## config.mk

```make
export PLATFORM = sky130hd
export DESIGN_NAME = stream_mux_rr
export DESIGN_NICKNAME = d
export VERILOG_FILES = /design/src/rtl/mux_pkg.sv /design/src/rtl/rr_arbiter.sv /design/src/rtl/stream_mux_rr.sv
export SDC_FILE = /design/constraint.sdc
export NUM_CORES = 1
export LEC_CHECK = 0
export ABC_AREA = 0
export ABC_CLOCK_PERIOD_IN_PS = 2700
export CAP_MARGIN = 15
export CORE_AREA = 2 2 131 133
export DETAILED_ROUTE_END_ITERATION = 10
export DIE_AREA = 0 0 133 135
export PLACE_DENSITY = 0.69
export SETUP_SLACK_MARGIN = 0.1
export SLEW_MARGIN = 25
export SYNTH_ARGS = -nofsm -noshare
export SYNTH_HDL_FRONTEND = slang
export SYNTH_SLANG_ARGS = --single-unit
```

## constraint.sdc

```tcl
create_clock -name clk -period 2.7 [get_ports clk]
set_input_delay 0.54 -clock clk [delete_from_list [all_inputs] [get_ports clk]]
set_output_delay 0.54 -clock clk [all_outputs]
set_load 0.005 [all_outputs]
```

## src/rtl/mux_pkg.sv

```systemverilog
// Shared definitions for the stream multiplexer family.
// Mode encodings are common to every mux that offers fixed/arbitrated selection.
package mux_pkg;

  localparam logic MODE_FIXED = 1'b0;
  localparam logic MODE_RR    = 1'b1;

  function automatic logic is_rr_mode(input logic mode);
    return mode == MODE_RR;
  endfunction

endpackage

```

## src/rtl/rr_arbiter.sv

```systemverilog
// Combinational round-robin search: first requester after ptr, wrapping; 0 cycles.
// No state and no backpressure; the caller owns the pointer and decides when it advances.
module rr_arbiter
  import mux_pkg::*;
#(
  parameter int CHANNELS  = 4,
  parameter int SEL_WIDTH = $clog2(CHANNELS)
) (
  input  logic [CHANNELS-1:0]  req,
  input  logic [SEL_WIDTH-1:0] ptr,
  output logic [SEL_WIDTH-1:0] grant,
  output logic                 grant_valid
);

  // Scan farthest-first so the nearest requester after ptr is the last writer.
  always_comb begin
    grant       = '0;
    grant_valid = 1'b0;
    for (int off = CHANNELS; off >= 1; off--) begin
      if (req[SEL_WIDTH'((int'(ptr) + off) % CHANNELS)]) begin
        grant       = SEL_WIDTH'((int'(ptr) + off) % CHANNELS);
        grant_valid = 1'b1;
      end
    end
  end

endmodule

```

## src/rtl/stream_mux_rr.sv

```systemverilog
// N:1 valid/ready stream mux, fixed-select or round-robin, 1-cycle registered output.
// Single output register loads whenever empty or draining, so full rate is sustained.
module stream_mux_rr
  import mux_pkg::*;
#(
  parameter int WORDSIZE  = 64,
  parameter int CHANNELS  = 4,
  parameter int SEL_WIDTH = $clog2(CHANNELS)
) (
  input  logic                         clk,
  input  logic                         reset,
  input  logic [CHANNELS*WORDSIZE-1:0] in_data,
  input  logic [CHANNELS-1:0]          in_valid,
  output logic [CHANNELS-1:0]          in_ready,
  input  logic                         mode,
  input  logic [SEL_WIDTH-1:0]         sel,
  output logic [WORDSIZE-1:0]          out_data,
  output logic                         out_valid,
  input  logic                         out_ready,
  output logic [SEL_WIDTH-1:0]         out_sel
);

  logic [WORDSIZE-1:0]  r_out_data;
  logic                 r_out_valid;
  logic [SEL_WIDTH-1:0] r_out_sel;
  logic [SEL_WIDTH-1:0] r_ptr;

  logic [WORDSIZE-1:0]  w_words [CHANNELS];
  logic [SEL_WIDTH-1:0] w_rr_grant;
  logic                 w_rr_valid;
  logic                 w_fix_valid;
  logic [SEL_WIDTH-1:0] w_grant;
  logic                 w_grant_valid;
  logic                 w_can_load;
  logic                 w_xfer;
  logic [CHANNELS-1:0]  w_in_ready;

  rr_arbiter #(
    .CHANNELS  (CHANNELS),
    .SEL_WIDTH (SEL_WIDTH)
  ) u_arb (
    .req         (in_valid),
    .ptr         (r_ptr),
    .grant       (w_rr_grant),
    .grant_valid (w_rr_valid)
  );

  always_comb begin
    for (int i = 0; i < CHANNELS; i++) begin
      w_words[i] = in_data[i*WORDSIZE +: WORDSIZE];
    end
  end

  // Matching sel against each legal index keeps out-of-range sel from ever granting.
  always_comb begin
    w_fix_valid = 1'b0;
    for (int i = 0; i < CHANNELS; i++) begin
      if (sel == SEL_WIDTH'(i)) begin
        w_fix_valid = in_valid[i];
      end
    end
  end

  always_comb begin
    w_grant       = '0;
    w_grant_valid = 1'b0;
    if (is_rr_mode(mode)) begin
      w_grant       = w_rr_grant;
      w_grant_valid = w_rr_valid;
    end else begin
      w_grant       = sel;
      w_grant_valid = w_fix_valid;
    end
  end

  assign w_can_load = !r_out_valid || out_ready;
  assign w_xfer     = w_can_load && w_grant_valid;

  always_comb begin
    w_in_ready = '0;
    for (int i = 0; i < CHANNELS; i++) begin
      w_in_ready[i] = w_xfer && (w_grant == SEL_WIDTH'(i));
    end
  end

  always_ff @(posedge clk or posedge reset) begin
    if (reset) begin
      r_out_data  <= '0;
      r_out_valid <= 1'b0;
      r_out_sel   <= '0;
      r_ptr       <= SEL_WIDTH'(CHANNELS - 1);
    end else if (w_xfer) begin
      r_out_data  <= w_words[w_grant];
      r_out_valid <= 1'b1;
      r_out_sel   <= w_grant;
      r_ptr       <= w_grant;
    end else if (out_ready) begin
      r_out_valid <= 1'b0;
    end
  end

  assign in_ready  = w_in_ready;
  assign out_data  = r_out_data;
  assign out_valid = r_out_valid;
  assign out_sel   = r_out_sel;

endmodule

```

After elaboration in Yosys (flattened, before gate mapping):

Index checks and enable logic that the tools add are counted.

* register bits: 69
* bits in latches: 0
* bits in writable memories: 0
* ROM bits: 0
* output and inout port bits: 71
* logic and storage cells: 61
* memories kept: 0

* add/sub/neg operators: 4
* $mul: 0
* divide/modulo/power cells: 0
* $lt $le $gt $ge: 5
* equality and inequality tests: 6
* shift operators: 0
* multiplexer cells: 31
* bitwise logic cells: 1
* reductions and logical operators: 10

Operator list (count)
* 64-bit binary-select mux with 2-bit select: 1
* 64-bit 2-to-1 mux: 2
* 1-bit 2-to-1 mux: 19
* 2-bit by 4-bit < comparator with 1-bit output (second input constant): 4
* 2-bit 2-to-1 mux: 5
* 1-bit binary-select mux with 2-bit select: 4
* 2-bit == test (second input constant): 4
* 1-bit logical AND: 5
* 2-bit by 1-bit adder with 2-bit output (second input constant): 2
* 2-bit adder (second input constant): 2
* 2-bit by 1-bit == test with 1-bit output (second input constant): 2
* 2-bit logical NOT: 2
* 3-bit >= comparator (second input constant): 1
* 2-bit inverter with 3-bit output: 1
* 2-bit nonzero test: 1
* 1-bit logical NOT: 1
* 1-bit logical OR: 1

Depth between registers and ports, before layout:

* word-level depth: 13
* gate-level depth with buffers: 7
* gate-level depth less buffers: 5

Cells and area by module:

A second synthesis with hierarchy kept.

* cells, all modules: 252
* area total of the unflattened synthesis: 4286.6 um^2

By module, submodules not included
* stream_mux_rr: times used 1, cells each 238, area an instance 4195.3 um^2
* rr_arbiter: times used 1, cells each 14, area an instance 91.3 um^2

Worst setup path after synthesis:

No wires, ideal clock.

* kind: input -> output
* from: input in_valid[2]
* to: output in_ready[1]
* arrival time: 1662 ps
* required time: 2160 ps
* path slack: 498 ps
* cell stages on the path: 6
* path buffers: 1
* cells stage by stage: nor3b_1 -> a211oi_2 -> o311ai_4 -> buf_2 -> inv_1 -> nor2_1

* longest elaborated chain between the ends: 10
* elaborated cells on any way between the ends: 27

Ends and longest elaborated chain
* start, declared: RTL line stream_mux_rr.sv:13 `input logic [CHANNELS-1:0] in_valid,`
* 1-bit binary-select mux with 2-bit select: RTL line rr_arbiter.sv:20 `if (req[SEL_WIDTH'((int'(ptr) + off) % CHANNELS)]) begin`
* 1-bit 2-to-1 mux (not written as such) (2 in a row): RTL line rr_arbiter.sv:20
* 2-bit 2-to-1 mux / 1-bit 2-to-1 mux (equally long branches) (4 in a row): RTL line rr_arbiter.sv:20
* 2-bit 2-to-1 mux / 1-bit 2-to-1 mux (equally long branches): RTL line stream_mux_rr.sv:67 `if (is_rr_mode(mode)) begin`
* 2-bit by 1-bit == test with 1-bit output / 1-bit logical AND (equally long branches): RTL line stream_mux_rr.sv:82, stream_mux_rr.sv:77
* 1-bit logical AND *: RTL line stream_mux_rr.sv:82 `w_in_ready[i] = w_xfer && (w_grant == SEL_WIDTH'(i));`
* end, declared: RTL line stream_mux_rr.sv:14 `output logic [CHANNELS-1:0] in_ready,`

Every way passes the cells marked *; elsewhere a longest branch is shown, timed or not. The select of a mux whose other input is x is not followed.

Worst setup path in the final report:

* from: register r_ptr[1]
* to: output in_ready[1]

* longest elaborated chain between the ends: 11
* elaborated cells on any way between the ends: 29

Ends and longest elaborated chain
* start, declared: RTL line stream_mux_rr.sv:26 `logic [SEL_WIDTH-1:0] r_ptr;`
* start signal, assigned: RTL line stream_mux_rr.sv:91 `r_ptr <= SEL_WIDTH'(CHANNELS - 1);`
* start signal, assigned: RTL line stream_mux_rr.sv:96 `r_ptr <= w_grant;`
* 2-bit by 1-bit adder with 2-bit output: RTL line rr_arbiter.sv:20, rr_arbiter.sv:21
* 1-bit binary-select mux with 2-bit select: RTL line rr_arbiter.sv:20
* 1-bit 2-to-1 mux (not written as such) (2 in a row): RTL line rr_arbiter.sv:20
* 2-bit 2-to-1 mux / 1-bit 2-to-1 mux (equally long branches) (4 in a row): RTL line rr_arbiter.sv:20
* 2-bit 2-to-1 mux / 1-bit 2-to-1 mux (equally long branches): RTL line stream_mux_rr.sv:67
* 2-bit by 1-bit == test with 1-bit output / 1-bit logical AND (equally long branches): RTL line stream_mux_rr.sv:82, stream_mux_rr.sv:77
* 1-bit logical AND *: RTL line stream_mux_rr.sv:82

Marks and branches as above.

==> impl_metrics.py <==
metrics = {
    "sta": {
        "timing.fmax_mhz": 385,
        "fin_skew_ns": 0.00697,
        "setup_viol": 0,
        "worst_slew_pin_slew_ns": 0.733,
        "finalMaxSlewViolations": 0,
        "rsz0062_at_grt": "yes",
        "fin_hold_ws_ns": 0.477,
        "slew_headroom": 0.511,
        "fin_crit_sh": 0.962,
        "fin_crit_ns": 2.60,
        "hold_violations": 0,
        "setup_tns_ns": 0,
    },
    "detailed_routing": {
        "wire_per_inst_um": 17.0,
        "routed-via-count": 4628,
        "drcViolationCount": 0,
        "via_per_inst": 4.79,
        "wl_um": 16400,
        "detail-route-antenna-nets": 0,
        "drtIter0Drc": 123,
        "drtPass1Iterations": 4,
    },
    "grt": {
        "grt_usage": 0.181,
        "grt_overflow": 0,
        "antenna_found_initial": 0,
        "grt_pass1_wl_um": 25700,
        "grt_pass1_vias": 5012,
        "grt_max_degree": 70,
    },
    "critical_path": {
        "critPathLaunchType": "flop",
        "cp_max_fo": 7,
        "critPathRequiredTime_ns": 2.16,
        "crit_type": "reg -> out",
        "endpoint_kind": "output port",
        "arrival_ns": 2.06,
    },
    "placement": {
        "dp.cells": 945,
        "hpwl_um": 12800,
        "port_buffers": 336,
        "globalplace.congestion": 0.830,
    },
    "synthesis": {
        "synth-edff-count": 0,
        "syn_nets": 672,
        "synth_cell_type_count": 31,
        "netlist_area_um2": 4480,
        "syn_avg_cell_area_um2": 11.0,
        "seq_area_frac_synth": 0.386,
        "ys_warn_count": 0,
        "synth_top_flop_cell": "dfrtp_1",
        "synthArstFlopShare": 1.00,
        "synthCells": 406,
        "synth-seq-cells": 69,
    },
    "cts": {
        "clockRootBuffer": "clkbuf_16",
        "clockBufferDepth": 2,
        "clkTransAtPathRegs_ns": 0.05,
        "cts_buffers": 9,
        "cts_sinks": 69,
        "insertion_delay_ns": 0.33,
        "tritoncts": "yes",
        "h-tree-depth": 3,
    },
    "flow_run": {
        "drv_cap": 0,
    },
    "worst_hold_path": {
        "min_path_type": "reg -> reg",
    },
    "cells_and_area": {
        "syn_to_final_growth_pct": 86.9,
        "nets": 1008,
        "layout-drive-gt1-share": 0.0803,
        "final_core_util": 0.511,
        "fillers": 1429,
        "layout.cells.non_filler": 967,
        "insertedDiodeCount": 0,
    },
    "die": {
        "dieWidth_um": 133,
        "pin_count": 337,
        "die-area_um2": 18000,
        "die_h_um": 135,
        "rows": 47,
        "core_area_um2": 16400,
        "initial_core_util": 0.273,
    },
    "power": {
        "irDropWorstVdd_uv": 372,
        "p_leak_uw": 0.00360,
        "power_uw": 5020,
        "powerDensity_nw_per_um2": 599,
    },
    "run_status": {
        "outcome": "finished, final reports clean",
    },
}
## report_power, final
group | internal [µW] | switching (µW) | total, µW
logic | 1360 | 853 | 2210
registers | 1350 | 172 | 1520
clock network | 856 | 430 | 1290
## Yosys cell counts, types with 2 or more instances
library cell | number | area [µm²]
inv_1 | 8 | 30.0
clkbuf_1 | 11 | 41.3
nand2_1 | 71 | 267
mux2i_1 | 129 | 1290
nor2_1 | 5 | 18.8
dfstp_2 | 2 | 52.6
a21boi_1 | 2 | 15.0
o221ai_1 | 64 | 561
dfrtp_1 | 67 | 1680
buf_2 | 11 | 55.1
buf_12 | 10 | 200
a22oi_1 | 2 | 15.0
a21o_1 | 3 | 22.5
bufbuf_8 | 3 | 56.3
o21ai_1 | 2 | 10.0
## layer usage
metal,track usage,vias up,share of wire
li1,-,2224,-
met1,0.189,2132,0.36
met2,0.337,239,0.52
met3,0.0567,33,0.090
met4,0.0747,0,0.028
met5,0,-,0
## flip-flops by register name, summed over array words and instances, names as in the netlist
register,count
out_data,64
out_sel,2
out_valid,1
r_ptr,2
## worst max-delay path: stages (launching register included)
cell	delay, ns
dfstp_2	0.59
and3b_1	0.20
a211oi_2	0.06
o311ai_4	0.31
inv_1	0.11
buf_4	0.15
buf_4	0.12
nor2_1	0.08
buf_2	0.12
## cell usage in the layout (no fill, tap or decap), drive strengths merged, types with 4 or more instances in the layout
cell / instances
dfrtp: 67
inv: 8
mux2i: 129
buf: 26
clkbuf: 14
nand2: 71
dlygate4sd2: 4
clkdlybuf4s50: 326
o221ai: 64
nor2: 5
## cell type report
cell class | count | area, µm² | area share
timing repair buffer | 361 | 3610 | 0.430
inverter | 8 | 30.0 | 0.00358
sequential | 69 | 1730 | 0.206
clock buffer | 12 | 256 | 0.0306
multi-input combinational | 293 | 2410 | 0.288
clock inverter | 4 | 70.1 | 0.00836
tap | 220 | 275 | 0.0329
## through the flow
| stage | area [µm²] | setup slack, ns |
|---|---|---|
| final | 8380 | 0.104 |
| after global routing | 8380 | -0.00913 |
| after CTS | 8360 | -0.0486 |
| after detailed placement | 7980 | -0.429 |
| after global placement | 7980 | -0.314 |
| after floorplan | 4480 | 0.423 |
## kinds of logic (layout without fill, tap and decap cells)
logic type	after synthesis	count (layout)	share of synthesized area
DFF	69	69	0.386
buffers and inverters	44	385	0.0862
muxes	131	131	0.296
and+or+nand+nor	82	82	0.0737
AOI/OAI and AO/OA	80	80	0.158
## final timing paths
kind	from	endpoint	slack (ns)	cells after the start
worst max-delay path	r_ptr[1]	in_ready[1]	0.10	8
worst max register to register	r_ptr[1]	out_data[63]	0.24	8
min in group asynchronous	reset	out_data[61]	0.61	3
worst min register to register	r_ptr[0]	r_ptr[0]	0.48	2
max in group asynchronous	reset	r_ptr[0]	1.75	3
worst min-delay path	r_ptr[0]	r_ptr[0]	0.48	2
## timing repair
item	4_1_cts	5_1_grt
pin swaps	3	5
setup endpoints to repair	60	14
hold buffers	0	0
gates resized for setup	23	6
buffers inserted	4	2
hold endpoints to repair	0	0
Power figures use the tool's default switching activity.
